==> config.mk <==
export PLATFORM = sky130hd
export DESIGN_NAME = mem_access_ctrl_flat
export DESIGN_NICKNAME = d
export VERILOG_FILES = /design/src/rtl/mem_access_ctrl_if.sv /design/src/rtl/mem_access_ctrl.sv /design/src/flat_wrapper.sv
export SDC_FILE = /design/constraint.sdc
export NUM_CORES = 1
export LEC_CHECK = 0
export BUFFER_PORTS_ARGS = -buffer_cell sky130_fd_sc_hd__buf_2
export CAP_MARGIN = 20
export CORE_MARGIN = 4
export CORE_UTILIZATION = 45
export DETAILED_ROUTE_END_ITERATION = 7
export GPL_ROUTABILITY_DRIVEN = 1
export HOLD_SLACK_MARGIN = 0.08
export MAX_ROUTING_LAYER = met4
export PLACE_DENSITY = 0.71
export SLEW_MARGIN = 10
export SYNTH_ARGS = -nofsm -noshare
export SYNTH_HDL_FRONTEND = slang
export SYNTH_SLANG_ARGS = --single-unit
==> constraint.sdc <==
create_clock -name clk -period 2.45 [get_ports clk]
set_input_delay 0.245 -clock clk [delete_from_list [all_inputs] [get_ports clk]]
set_output_delay 0.245 -clock clk [all_outputs]
set_load 0.03 [all_outputs]
==> src/rtl/mem_access_ctrl_if.sv <==
// Bundle of pipeline-side request, memory-side and completion signals for mem_access_ctrl.
// slave is the controller's view, master is the pipeline/memory environment's view.
interface mem_access_ctrl_if;
  logic        req_valid;
  logic        req_ready;
  logic        req_we;
  logic [1:0]  req_size;
  logic [31:0] req_addr;
  logic [31:0] req_wdata;
  logic        mem_en;
  logic        mem_we;
  logic [31:0] mem_addr;
  logic [31:0] mem_wdata;
  logic [3:0]  mem_be;
  logic        mem_ack;
  logic [1:0]  load_signal;
  logic        wb_valid;
  logic        st_done;
  logic        stall;
  logic        align_err;
  logic        timeout_err;

  modport slave (
    input  req_valid, req_we, req_size, req_addr, req_wdata, mem_ack,
    output req_ready, mem_en, mem_we, mem_addr, mem_wdata, mem_be,
           load_signal, wb_valid, st_done, stall, align_err, timeout_err
  );

  modport master (
    output req_valid, req_we, req_size, req_addr, req_wdata, mem_ack,
    input  req_ready, mem_en, mem_we, mem_addr, mem_wdata, mem_be,
           load_signal, wb_valid, st_done, stall, align_err, timeout_err
  );
endinterface

==> src/rtl/mem_access_ctrl.sv <==
// Multi-cycle MEM-stage sequencer: one load/store at a time, alignment check, byte-lane
// generation, request hold until ack or timeout, then a one-cycle completion/error pulse.
module mem_access_ctrl #(
  parameter int TIMEOUT = 16,
  parameter int CNT_W   = 8
) (
  input  logic             clk,
  input  logic             rst_n,
  mem_access_ctrl_if.slave bus
);

  typedef enum logic [1:0] {IDLE, REQ, DONE, ERR} state_t;

  localparam logic [CNT_W-1:0] CNT_LAST = CNT_W'(TIMEOUT - 1);

  state_t           state_q;
  logic [CNT_W-1:0] cnt_q;
  logic             we_q;
  logic [1:0]       size_q;
  logic             mem_en_q;
  logic             mem_we_q;
  logic [31:0]      mem_addr_q;
  logic [31:0]      mem_wdata_q;
  logic [3:0]       mem_be_q;
  logic [1:0]       load_signal_q;
  logic             wb_valid_q;
  logic             st_done_q;
  logic             align_err_q;
  logic             timeout_err_q;
  logic             misaligned_d;

  function automatic logic [3:0] byte_en(input logic [1:0] size, input logic [1:0] off);
    logic [3:0] be;
    case (size)
      2'b00:   be = 4'b1111;
      2'b01:   be = off[1] ? 4'b1100 : 4'b0011;
      default: be = 4'b0001 << off;
    endcase
    return be;
  endfunction

  function automatic logic [31:0] lane_data(input logic [1:0] size, input logic [31:0] wdata);
    logic [31:0] d;
    case (size)
      2'b00:   d = wdata;
      2'b01:   d = {2{wdata[15:0]}};
      default: d = {4{wdata[7:0]}};
    endcase
    return d;
  endfunction

  always_comb begin
    misaligned_d = 1'b0;
    if (bus.req_size == 2'b00)
      misaligned_d = (bus.req_addr[1:0] != 2'b00);
    else if (bus.req_size == 2'b01)
      misaligned_d = bus.req_addr[0];
  end

  always_ff @(posedge clk or negedge rst_n) begin
    if (!rst_n) begin
      state_q       <= IDLE;
      cnt_q         <= '0;
      we_q          <= 1'b0;
      size_q        <= 2'b00;
      mem_en_q      <= 1'b0;
      mem_we_q      <= 1'b0;
      mem_addr_q    <= '0;
      mem_wdata_q   <= '0;
      mem_be_q      <= '0;
      load_signal_q <= 2'b00;
      wb_valid_q    <= 1'b0;
      st_done_q     <= 1'b0;
      align_err_q   <= 1'b0;
      timeout_err_q <= 1'b0;
    end else begin
      wb_valid_q    <= 1'b0;
      st_done_q     <= 1'b0;
      align_err_q   <= 1'b0;
      timeout_err_q <= 1'b0;
      case (state_q)
        IDLE: begin
          if (bus.req_valid) begin
            we_q   <= bus.req_we;
            size_q <= bus.req_size;
            if (misaligned_d) begin
              state_q     <= ERR;
              align_err_q <= 1'b1;
            end else begin
              state_q     <= REQ;
              cnt_q       <= '0;
              mem_en_q    <= 1'b1;
              mem_we_q    <= bus.req_we;
              mem_addr_q  <= {bus.req_addr[31:2], 2'b00};
              mem_be_q    <= byte_en(bus.req_size, bus.req_addr[1:0]);
              mem_wdata_q <= bus.req_we ? lane_data(bus.req_size, bus.req_wdata) : 32'h0;
            end
          end
        end
        REQ: begin
          // Ack takes priority over a timeout landing on the same cycle.
          if (bus.mem_ack) begin
            state_q  <= DONE;
            mem_en_q <= 1'b0;
            mem_we_q <= 1'b0;
            cnt_q    <= '0;
            if (we_q) begin
              st_done_q <= 1'b1;
            end else begin
              wb_valid_q    <= 1'b1;
              load_signal_q <= size_q;
            end
          end else if (cnt_q == CNT_LAST) begin
            state_q       <= ERR;
            mem_en_q      <= 1'b0;
            mem_we_q      <= 1'b0;
            cnt_q         <= '0;
            timeout_err_q <= 1'b1;
          end else begin
            cnt_q <= cnt_q + 1'b1;
          end
        end
        DONE:    state_q <= IDLE;
        ERR:     state_q <= IDLE;
        default: state_q <= IDLE;
      endcase
    end
  end

  assign bus.req_ready   = (state_q == IDLE);
  assign bus.stall       = (state_q != IDLE);
  assign bus.mem_en      = mem_en_q;
  assign bus.mem_we      = mem_we_q;
  assign bus.mem_addr    = mem_addr_q;
  assign bus.mem_wdata   = mem_wdata_q;
  assign bus.mem_be      = mem_be_q;
  assign bus.load_signal = load_signal_q;
  assign bus.wb_valid    = wb_valid_q;
  assign bus.st_done     = st_done_q;
  assign bus.align_err   = align_err_q;
  assign bus.timeout_err = timeout_err_q;

endmodule

==> src/flat_wrapper.sv <==
// flat-port wrapper written by rule: the top's interface ports become plain ports
module mem_access_ctrl_flat 
#(
  parameter int TIMEOUT = 16,
  parameter int CNT_W   = 8
)
  (clk, rst_n, bus_req_valid, bus_req_we, bus_req_size, bus_req_addr, bus_req_wdata, bus_mem_ack, bus_req_ready, bus_mem_en, bus_mem_we, bus_mem_addr, bus_mem_wdata, bus_mem_be, bus_load_signal, bus_wb_valid, bus_st_done, bus_stall, bus_align_err, bus_timeout_err);
  mem_access_ctrl_if bus_i ();
  input  logic clk;
  input  logic rst_n;
  input wire logic [$bits(bus_i.req_valid)-1:0] bus_req_valid;
  input wire logic [$bits(bus_i.req_we)-1:0] bus_req_we;
  input wire logic [$bits(bus_i.req_size)-1:0] bus_req_size;
  input wire logic [$bits(bus_i.req_addr)-1:0] bus_req_addr;
  input wire logic [$bits(bus_i.req_wdata)-1:0] bus_req_wdata;
  input wire logic [$bits(bus_i.mem_ack)-1:0] bus_mem_ack;
  output wire logic [$bits(bus_i.req_ready)-1:0] bus_req_ready;
  output wire logic [$bits(bus_i.mem_en)-1:0] bus_mem_en;
  output wire logic [$bits(bus_i.mem_we)-1:0] bus_mem_we;
  output wire logic [$bits(bus_i.mem_addr)-1:0] bus_mem_addr;
  output wire logic [$bits(bus_i.mem_wdata)-1:0] bus_mem_wdata;
  output wire logic [$bits(bus_i.mem_be)-1:0] bus_mem_be;
  output wire logic [$bits(bus_i.load_signal)-1:0] bus_load_signal;
  output wire logic [$bits(bus_i.wb_valid)-1:0] bus_wb_valid;
  output wire logic [$bits(bus_i.st_done)-1:0] bus_st_done;
  output wire logic [$bits(bus_i.stall)-1:0] bus_stall;
  output wire logic [$bits(bus_i.align_err)-1:0] bus_align_err;
  output wire logic [$bits(bus_i.timeout_err)-1:0] bus_timeout_err;
  assign bus_i.req_valid = bus_req_valid;
  assign bus_i.req_we = bus_req_we;
  assign bus_i.req_size = bus_req_size;
  assign bus_i.req_addr = bus_req_addr;
  assign bus_i.req_wdata = bus_req_wdata;
  assign bus_i.mem_ack = bus_mem_ack;
  assign bus_req_ready = bus_i.req_ready;
  assign bus_mem_en = bus_i.mem_en;
  assign bus_mem_we = bus_i.mem_we;
  assign bus_mem_addr = bus_i.mem_addr;
  assign bus_mem_wdata = bus_i.mem_wdata;
  assign bus_mem_be = bus_i.mem_be;
  assign bus_load_signal = bus_i.load_signal;
  assign bus_wb_valid = bus_i.wb_valid;
  assign bus_st_done = bus_i.st_done;
  assign bus_stall = bus_i.stall;
  assign bus_align_err = bus_i.align_err;
  assign bus_timeout_err = bus_i.timeout_err;
  mem_access_ctrl #(.TIMEOUT(TIMEOUT), .CNT_W(CNT_W)) u_core (.clk(clk), .rst_n(rst_n), .bus(bus_i));
endmodule
==> impl_metrics.json <==
{
  "post-route-period-util_pct": 86.8,
  "crit_fanout": 33,
  "dr.pass1.iters": 4,
  "period_needed_ns": 2.13,
  "reg2regPathDepth": 3,
  "clock_latency_ns": 0.33,
  "hold_class": "input pin to register",
  "slew_viol_final": 0,
  "fp.dieH_um": 101,
  "gp_congestion": 0.897,
  "ctsLongestPathBuffers": 2,
  "final_net_count": 574,
  "numCtsBuffers": 9,
  "power_density_nw_per_um2": 1300,
  "n_antenna_cell": 0,
  "dieArea_sq_um": 10200,
  "root_buffer": "clkbuf_8",
  "nFillCells": 746,
  "drc_errors": 0,
  "antenna_found_initial": 0,
  "cp-startpoint": "u_core.state_q[1]",
  "synthCells": 360,
  "critPathArrivalTime_ns": 2.35,
  "worstReg2RegStart": "u_core.state_q[1]",
  "cp.required_ns": 2.68,
  "clock.fmax_mhz": 470,
  "yosysWarningCount": 0,
  "vias": 3259,
  "clock_sinks": 87,
  "max_cap_violations": 0,
  "final_cell_mix": "145 x buf_2, 87 x dfrtp_1, 67 x o21ai_0, 41 x nand2_1, 31 x mux2_2",
  "fin_tns_setup_ns": 0,
  "yosysSeqAreaShare_pct": 55.7,
  "skew_ns": 0.0129,
  "synth_edf_count": 0,
  "portBuffers": 146,
  "cts_tree": "done",
  "grt_pass1_wl_mm": 15.7,
  "utilization_pct": 58.6,
  "p_leak_uw": 0.00248,
  "grt_usage_pct": 20.1,
  "std_cell_rows": 33,
  "r2r_end": "u_core.bus.mem_wdata[17]",
  "worstSetupPathType": "register to register",
  "grt_max_degree": 66,
  "core-area_sq_um": 8340,
  "setup-violations-final": 0,
  "initial_core_util_pct": 46.9,
  "drtIter0Drc": 108,
  "dp_hpwl_mm": 7.27,
  "grt_pass1_vias": 3178,
  "synthFlopType": "dfrtp_1",
  "post_route_cells_drive_above_1_share_pct": 40.5,
  "final_area_sq_um": 4890,
  "syn2layout_area_growth_pct": 25.0,
  "placed_area_sq_um": 4700,
  "tightest_slew_ns": 1.12,
  "layout_commonest_cell": "buf_2",
  "overflow": 0,
  "routedWlPerCell_um": 16.1,
  "start_kind": "register",
  "syn_area_sq_um": 3910,
  "wirelength_mm": 9.83,
  "clk_pin_slew_ns": 0.08,
  "via_per_inst": 5.35,
  "rrSetupSlack_ns": 0.32,
  "hold_viol": 0,
  "synth-seq-cells": 87,
  "synthArstFlopShare_pct": 100,
  "ant_nets": 0,
  "h-tree-depth": 3,
  "die_w_um": 101,
  "ys_types": 45,
  "peakVddDrop_uv": 559,
  "ios": 149,
  "rsz0062_at_grt": "false",
  "synth_area_per_cell_sq_um": 10.9,
  "outcome": "finished, final reports clean",
  "max-slew-margin-rel_pct": 25.7,
  "crit_end": "u_core.bus.mem_wdata[17]",
  "end_kind": "register"
}
[per-stage QoR]
step | cells | worst slack, ns | hold slack (ns) | total power, uW
after global routing | 609 | 0.233 | 0.109 | 6760
after CTS | 609 | 0.349 | 0.105 | 6430
final | 609 | 0.323 | 0.123 | 6350
after global placement | 595 | 0.339 | 0.385 | 5420
after floorplan | 361 | 0.646 | -0.0506 | 4520
after detailed placement | 595 | 0.199 | 0.391 | 5500
[how the worst min path moves through the flow]
stage / startpoint / end / depth (start not counted)
after CTS: bus_req_addr[19] / u_core.bus.mem_addr[19] / 2
final: bus_req_addr[19] / u_core.bus.mem_addr[19] / 2
after detailed placement: rst_n / u_core.bus.timeout_err / 1
after global placement: rst_n / u_core.bus.mem_addr[14] / 1
after floorplan: rst_n / u_core.bus.align_err / 0
after global routing: bus_req_addr[2] / u_core.bus.mem_addr[2] / 2
[where the power goes]
group / total [uW] / switching (uW) / internal (uW)
Clock: 923 / 470 / 453
Sequential: 2390 / 330 / 2060
Combinational: 3030 / 2060 / 975
Total: 6350 / 2860 / 3490
[state kept, by name, summed over array words and instances, names as in the netlist, 2 cells and up]
register	count
u_core.bus.mem_wdata	32
u_core.bus.mem_be	4
u_core.cnt_q	8
u_core.bus.load_signal	2
u_core.bus.mem_addr	30
u_core.state_q	2
u_core.size_q	2
[area by class of cell]
cell class / count / area [sq um] / area share [%]
clock buffer: 9 / 124 / 2.53
timing repair buffer: 156 / 811 / 16.6
multi-input combinational: 237 / 1550 / 31.8
inverter: 11 / 41.3 / 0.845
sequential: 87 / 2180 / 44.5
tap: 105 / 131 / 2.69
clock inverter: 4 / 50.0 / 1.02
[layer usage]
layer | wire length (um) | global-route usage, % | up-vias
li1 | - | - | 1553
met1 | 4320 | 26.6 | 1553
met2 | 4630 | 30.8 | 141
met3 | 728 | 4.13 | 12
met4 | 157 | 7.06 | 0
met5 | 0 | - | -
[synthesized netlist by cell type (2+ instances only)]
cell,number,area share [%]
a21o_1,4,0.77
a21oi_1,4,0.51
a22o_1,2,0.45
a31oi_1,3,0.48
and3_1,4,0.64
buf_2,4,0.51
buf_4,5,0.96
buf_6,3,0.86
clkbuf_1,13,1.2
dfrtp_1,87,56
inv_1,10,0.96
mux2_1,3,0.86
mux2_2,31,8.9
mux2i_1,16,4.1
nand2_1,41,3.9
nand2b_1,3,0.48
nand3_1,4,0.51
nor2_1,4,0.38
nor2b_1,3,0.48
o21ai_0,67,8.6
o21ai_1,11,1.4
o22a_1,2,0.45
o31ai_1,13,2.5
or2_2,2,0.32
[cells by family after synthesis]
family | synth area share, %
fa+ha+maj | 0.320
simple gates | 8.29
mux | 13.9
buf+inv | 4.73
xor+xnor | 0.448
flops | 55.7
other cells | 0.0959
compound gates | 16.6
[worst max-delay path, cell delays in order (launching register included)]
cell,delay (ns)
dfrtp_1,0.47
or3b_1,0.47
or2_1,0.64
o31ai_1,0.44
[timing repair]
action,4_1_cts,5_1_grt
buffers inserted,0,0
hold buffers,1,0
resized for setup,0,0
hold endpoints to repair,63,0
Power figures use the tool's default switching activity.
